### src/rtl/seg_pkg.sv
// Shared constants for the multiplexed 7-segment counter display.
// Segment patterns are {a,b,c,d,e,f,g,dp}, active-high.
package seg_pkg;

   localparam int         NUM_DIGITS = 8;
   localparam logic [7:0] SEG_BLANK  = 8'h00;
   localparam logic [7:0] SEG_0      = 8'hFC;
   localparam logic [7:0] SEG_1      = 8'h60;
   localparam logic [7:0] SEG_2      = 8'hDA;
   localparam logic [7:0] SEG_3      = 8'hF2;
   localparam logic [7:0] SEG_4      = 8'h66;
   localparam logic [7:0] SEG_5      = 8'hB6;
   localparam logic [7:0] SEG_6      = 8'hBE;
   localparam logic [7:0] SEG_7      = 8'hE0;
   localparam logic [7:0] SEG_8      = 8'hFE;
   localparam logic [7:0] SEG_9      = 8'hF6;

endpackage

### src/rtl/bcd7seg.sv
// Combinational BCD digit to 7-segment pattern decoder; non-BCD codes go dark.
module bcd7seg
   import seg_pkg::*;
(
   input  logic [3:0] bcd,
   output logic [7:0] seg
);

   // Digit lookup, decimal point always off.
   always_comb begin
      seg = SEG_BLANK;
      case (bcd)
         4'd0:    seg = SEG_0;
         4'd1:    seg = SEG_1;
         4'd2:    seg = SEG_2;
         4'd3:    seg = SEG_3;
         4'd4:    seg = SEG_4;
         4'd5:    seg = SEG_5;
         4'd6:    seg = SEG_6;
         4'd7:    seg = SEG_7;
         4'd8:    seg = SEG_8;
         4'd9:    seg = SEG_9;
         default: seg = SEG_BLANK;
      endcase
   end

endmodule

### src/rtl/seg_array_display.sv
// Button-press counter: synchronised/debounced btn edges increment an 8-digit
// BCD count that is scanned onto a multiplexed 7-segment array.
module seg_array_display
   import seg_pkg::*;
#(
   parameter int SCAN_DIV = 100_000,
   parameter int DEBOUNCE = 0
)(
   input  logic       clk,
   input  logic       rst,
   input  logic       btn,
   output logic [7:0] seg_data,
   output logic [7:0] seg_sel
);

   localparam int CW = NUM_DIGITS * 4;
   localparam int DIV_W = (SCAN_DIV > 1) ? $clog2(SCAN_DIV) : 1;
   localparam logic [DIV_W-1:0] DIV_LAST = DIV_W'(SCAN_DIV - 1);

   logic                  btn_meta_r, btn_sync_r, btn_prev_r;
   logic                  btn_clean_s, btn_pulse_s;
   logic [CW-1:0]         count_r;
   logic [DIV_W-1:0]      div_r;
   logic [2:0]            idx_r;
   logic [NUM_DIGITS-1:0] show_s;
   logic                  nz_s;
   logic [3:0]            cur_digit_s;
   logic [7:0]            cur_seg_s;
   logic [7:0]            seg_data_r, seg_sel_r;

   // Ripple-carry +1 across all BCD nibbles; full carry-out wraps to zero.
   function automatic logic [CW-1:0] bcd_inc(input logic [CW-1:0] v);
      logic       carry;
      logic [3:0] d;
      bcd_inc = v;
      carry   = 1'b1;
      for (int i = 0; i < NUM_DIGITS; i++) begin
         d = v[i*4 +: 4];
         if (carry) begin
            if (d >= 4'd9) begin
               bcd_inc[i*4 +: 4] = 4'd0;
            end else begin
               bcd_inc[i*4 +: 4] = d + 4'd1;
               carry = 1'b0;
            end
         end else begin
            bcd_inc[i*4 +: 4] = d;
         end
      end
   endfunction

   // Two-flop synchroniser for the asynchronous button.
   always_ff @(posedge clk or posedge rst) begin
      if (rst) begin
         btn_meta_r <= 1'b0;
         btn_sync_r <= 1'b0;
      end else begin
         btn_meta_r <= btn;
         btn_sync_r <= btn_meta_r;
      end
   end

   generate
      if (DEBOUNCE == 0) begin : g_no_filter
         assign btn_clean_s = btn_sync_r;
      end else begin : g_filter
         localparam int DB_W = $clog2(DEBOUNCE + 1);
         logic [DB_W-1:0] db_cnt_r;
         logic            btn_filt_r;

         // Accept a new level only after it has held for DEBOUNCE cycles.
         always_ff @(posedge clk or posedge rst) begin
            if (rst) begin
               db_cnt_r   <= '0;
               btn_filt_r <= 1'b0;
            end else if (btn_sync_r == btn_filt_r) begin
               db_cnt_r   <= '0;
            end else if (db_cnt_r == DB_W'(DEBOUNCE - 1)) begin
               db_cnt_r   <= '0;
               btn_filt_r <= btn_sync_r;
            end else begin
               db_cnt_r   <= db_cnt_r + 1'b1;
            end
         end
         assign btn_clean_s = btn_filt_r;
      end
   endgenerate

   assign btn_pulse_s = btn_clean_s & ~btn_prev_r;

   // Edge register and BCD count; increments in the cycle of the pulse.
   always_ff @(posedge clk or posedge rst) begin
      if (rst) begin
         btn_prev_r <= 1'b0;
         count_r    <= '0;
      end else begin
         btn_prev_r <= btn_clean_s;
         if (btn_pulse_s) begin
            count_r <= bcd_inc(count_r);
         end else begin
            count_r <= count_r;
         end
      end
   end

   // Scan divider and digit index; index moves on the divider terminal count.
   always_ff @(posedge clk or posedge rst) begin
      if (rst) begin
         div_r <= '0;
         idx_r <= 3'd0;
      end else if (div_r == DIV_LAST) begin
         div_r <= '0;
         idx_r <= idx_r + 3'd1;
      end else begin
         div_r <= div_r + 1'b1;
      end
   end

   // Leading-zero blanking: a digit shows if it or any higher digit is non-zero.
   always_comb begin
      nz_s   = 1'b0;
      show_s = '0;
      for (int i = NUM_DIGITS - 1; i >= 0; i--) begin
         nz_s      = nz_s | (count_r[i*4 +: 4] != 4'd0);
         show_s[i] = nz_s;
      end
      show_s[0] = 1'b1;
   end

   assign cur_digit_s = count_r[{idx_r, 2'b00} +: 4];

   bcd7seg u_dec (
      .bcd (cur_digit_s),
      .seg (cur_seg_s)
   );

   // Registered pin drivers.
   always_ff @(posedge clk or posedge rst) begin
      if (rst) begin
         seg_data_r <= SEG_BLANK;
         seg_sel_r  <= 8'hFF;
      end else begin
         seg_sel_r  <= ~(8'b0000_0001 << idx_r);
         seg_data_r <= show_s[idx_r] ? cur_seg_s : SEG_BLANK;
      end
   end

   assign seg_data = seg_data_r;
   assign seg_sel  = seg_sel_r;

endmodule

### config.mk
export PLATFORM = sky130hd
export DESIGN_NAME = seg_array_display
export DESIGN_NICKNAME = d
export VERILOG_FILES = /design/src/rtl/seg_pkg.sv /design/src/rtl/bcd7seg.sv /design/src/rtl/seg_array_display.sv
export SDC_FILE = /design/constraint.sdc
export NUM_CORES = 1
export LEC_CHECK = 0
export CAP_MARGIN = 20
export CORE_MARGIN = 2
export CORE_UTILIZATION = 61
export DETAILED_ROUTE_END_ITERATION = 6
export MAX_ROUTING_LAYER = met4
export PLACE_DENSITY = 0.85
export SYNTH_ARGS = -nofsm -noshare
export SYNTH_HDL_FRONTEND = slang
export SYNTH_SLANG_ARGS = --single-unit
### constraint.sdc
create_clock -name clk -period 2.9 [get_ports clk]
set_clock_uncertainty 0.1 [all_clocks]
set_input_delay 0.435 -clock clk [delete_from_list [all_inputs] [get_ports clk]]
set_output_delay 0.435 -clock clk [all_outputs]
set_load 0.1 [all_outputs]
==> results.json, run 1 <==
{
  "switching_share_pct": 36.4,
  "grtUsageTotal_pct": 24.4,
  "syn_nets": 416,
  "fin_util_pct": 70.8,
  "ys_ff_latch": 70,
  "synth-edff-count": 0,
  "syn_area_per_cell_um2": 10.9,
  "clkPwrFrac_pct": 32.0,
  "rows": 29,
  "status": "complete, no violations",
  "slew-limit-headroom_pct": 46.4,
  "gp_congestion": 0.866,
  "cts_setup_buffers": 0,
  "antennaDiodeCount": 0,
  "ys.warnings.count": 0,
  "p_int_w": 0.00196,
  "power_density_mw_per_mm2": 684,
  "initial_core_util_pct": 63.3,
  "worstMarginPinSlew_ns": 0.803,
  "peakVddDrop_uv": 918,
  "cts-hold-fix-buffers": 0,
  "setup_violations": 0,
  "crit_path_end_kind": "flip-flop",
  "fillers": 421,
  "vias": 2755,
  "arrival_ns": 2.76,
  "cts_tree": "yes",
  "clk_pin_slew_worst_paths_ns": 0.08,
  "die_w_um": 85.2,
  "combPwrFrac_pct": 30.4,
  "final_common_cell": "dfrtp_1",
  "hpwl_um": 5370,
  "finalCritPeriodShare_pct": 90.2,
  "critical_path.max_fanout": 15,
  "wl_um": 7660,
  "io_buffers": 17,
  "synth_area_mm2": 0.00402,
  "layout.cells.most_common_list": "dfrtp_1, ha_1, inv_1",
  "vias_per_cell": 5.80,
  "clkLatencyLatePin_ns": 0.35,
  "synth.yosys.seq_area_share_pct": 43.8,
  "hold_viol_final": 0,
  "cts_root_buffer": "clkbuf_8",
  "cts_made_buffers": 9,
  "io_pins": 19,
  "grt_overflow": 0,
  "grt_pass1_vias": 2787,
  "min_period_ns": 2.62,
  "hold_path.class": "reg2reg",
  "synthArstFlopShare_pct": 100,
  "cts-resized-gates": 0,
  "syn_to_final_growth_pct": 11.8,
  "first_iter_violations": 264,
  "drive_gt1_share_pct": 14.6,
  "max_cap_violations": 0,
  "grt_start_max_net_pins": 40,
  "postRouteAntennaNets": 0,
  "ys.flop_type": "dfrtp_1",
  "critical_path_class": "reg2reg",
  "fmax_mhz": 382,
  "fin_nets": 439,
  "setup_tns_ns": 0,
  "cts_sinks": 70,
  "power.leakage_nw": 2.03,
  "netlist_instances": 370,
  "drv_slew": 0,
  "die_h_um": 85.2,
  "rsz0062_at_grt": "false",
  "antenna_found_initial": 0,
  "cts_buffer_depth": 2,
  "power_frac_seq_pct": 37.5,
  "ys_types": 57,
  "htree_num_levels": 3,
  "required_ns": 3.05,
  "post_drt_wl_per_cell_um": 16.1,
  "power_switching_w": 0.00112,
  "grt_pass1_wl_um": 13400,
  "die_area_mm2": 0.00726,
  "core_area_mm2": 0.00635,
  "drcViolationCount": 0,
  "startpoint_type": "flip-flop",
  "dr.pass1.iters": 4
}
-- metrics by stage --
stage / cells / cell area, um2 / worst slack, ns / total power, W / hold slack (ns)
final: 475 / 4490 / 0.283 / 0.00308 / 0.254
after global routing: 475 / 4490 / 0.162 / 0.00321 / 0.261
after CTS: 475 / 4490 / 0.150 / 0.00308 / 0.257
after detailed placement: 459 / 4250 / 0.334 / 0.00209 / 0.239
after global placement: 459 / 4250 / 0.438 / 0.00206 / 0.241
after floorplan: 370 / 4020 / 0.610 / 0.00190 / 0.231
-- Yosys cell counts, drive strengths merged, types with 3 or more instances --
cell / number / share of area (%)
and4: 3 / 0.65
nor3b: 8 / 1.5
nand3: 17 / 2.1
mux2i: 10 / 3.4
mux2: 3 / 0.84
nor2b: 3 / 0.47
xnor2: 11 / 2.4
o21a: 3 / 0.56
a41oi: 3 / 0.65
a21oi: 7 / 0.96
buf: 6 / 0.96
nand3b: 3 / 0.56
dfstp: 8 / 5.2
o21ai: 22 / 2.7
clkbuf: 4 / 0.37
a21boi: 7 / 1.3
nand2: 21 / 2.0
and3: 4 / 0.62
nand4: 9 / 1.4
dfrtp: 62 / 39
mux4: 8 / 5.0
xor2: 8 / 1.7
ha: 43 / 13
inv: 37 / 3.5
nor2: 30 / 2.8
nor3: 3 / 0.37
-- cell type report --
type	count	area (um2)	share of cell area [%]
clock buffers	11	141	3.15
clock inverters	5	106	2.37
inverters	37	139	3.09
multi-input cells	253	2070	46.0
flip-flops and latches	70	1760	39.2
well taps	77	96.3	2.14
repair buffers	22	183	4.06
-- sequential cells by signal, indices dropped and copies added, names as in the netlist --
register / flops
div_r: 17
count_r: 32
seg_sel: 8
idx_r: 3
btn_clean_s: 1
btn_meta_r: 1
seg_data: 7
btn_prev_r: 1
-- critical path: stages (launching register included) --
cell and delay, ns:
dfrtp_2 0.57, mux4_1 0.60, mux2i_1 0.41, inv_1 0.14, ha_1 0.23, inv_1 0.08
a21oi_1 0.08, a211oi_1 0.29
-- kinds of logic (layout without fill, tap and decap cells) --
kind of cell | count (synthesis) | count (layout) | synth area share [%]
and+or+nand+nor | 111 | 111 | 14.4
buffers and inverters | 47 | 75 | 4.79
adders and majority gates | 43 | 43 | 13.4
DFF | 70 | 70 | 43.8
muxes | 21 | 21 | 9.31
AOI/OAI and AO/OA | 58 | 58 | 10.0
other | 1 | 1 | 0.0933
xor gates and xnor gates | 19 | 19 | 4.14
-- power by group through the flow --
| stage | Combinational (W) | Sequential (W) | Clock, W |
|---|---|---|---|
| after global routing | 0.00101 | 0.00116 | 0.00104 |
| after global placement | 0.000897 | 0.00117 | 0 |
| final | 0.000937 | 0.00115 | 0.000985 |
| after CTS | 0.000939 | 0.00115 | 0.000989 |
| after floorplan | 0.000423 | 0.00147 | 0 |
| after detailed placement | 0.000920 | 0.00117 | 0 |
-- final timing paths --
check | start | endpoint | slack (ns) | depth (start not counted)
max | idx_r[0] | seg_data[1] | 0.28 | 7
min | btn_meta_r | btn_clean_s | 0.25 | 0
max reg2reg | idx_r[0] | seg_data[1] | 0.28 | 7
min reg2reg | btn_meta_r | btn_clean_s | 0.25 | 0
max in group asynchronous | rst | count_r[16] | 1.61 | 3
min in group asynchronous | rst | div_r[8] | 0.45 | 2
-- routing by layer --
layer | vias up | part of all wire [%] | global-route usage [%]
met5 | - | 0 | -
met4 | 0 | 1.8 | 9.67
met3 | 15 | 4.7 | 5.54
met2 | 65 | 49 | 37.4
met1 | 1342 | 45 | 31.7
li1 | 1333 | - | -
(Power assumes the default switching activity.)
==> inputs of run 2 (changes only) <==
--- a/config.mk
+++ b/config.mk
@@ -5,6 +5,7 @@
 export SDC_FILE = /design/constraint.sdc
 export NUM_CORES = 1
 export LEC_CHECK = 0
+export ABC_CLOCK_PERIOD_IN_PS = 2900
 export CAP_MARGIN = 20
 export CORE_MARGIN = 2
 export CORE_UTILIZATION = 61
==> results of run 2 <==
Final layout, timing and power as in run 1 (identical DEF).
==> inputs of run 3 (changes only) <==
--- a/config.mk
+++ b/config.mk
@@ -9,6 +9,7 @@
 export CAP_MARGIN = 20
 export CORE_MARGIN = 2
 export CORE_UTILIZATION = 61
+export CTS_CLUSTER_DIAMETER = 80
 export DETAILED_ROUTE_END_ITERATION = 6
 export MAX_ROUTING_LAYER = met4
 export PLACE_DENSITY = 0.85
==> results of run 3 <==
Final layout, timing and power as in run 1 (identical DEF).
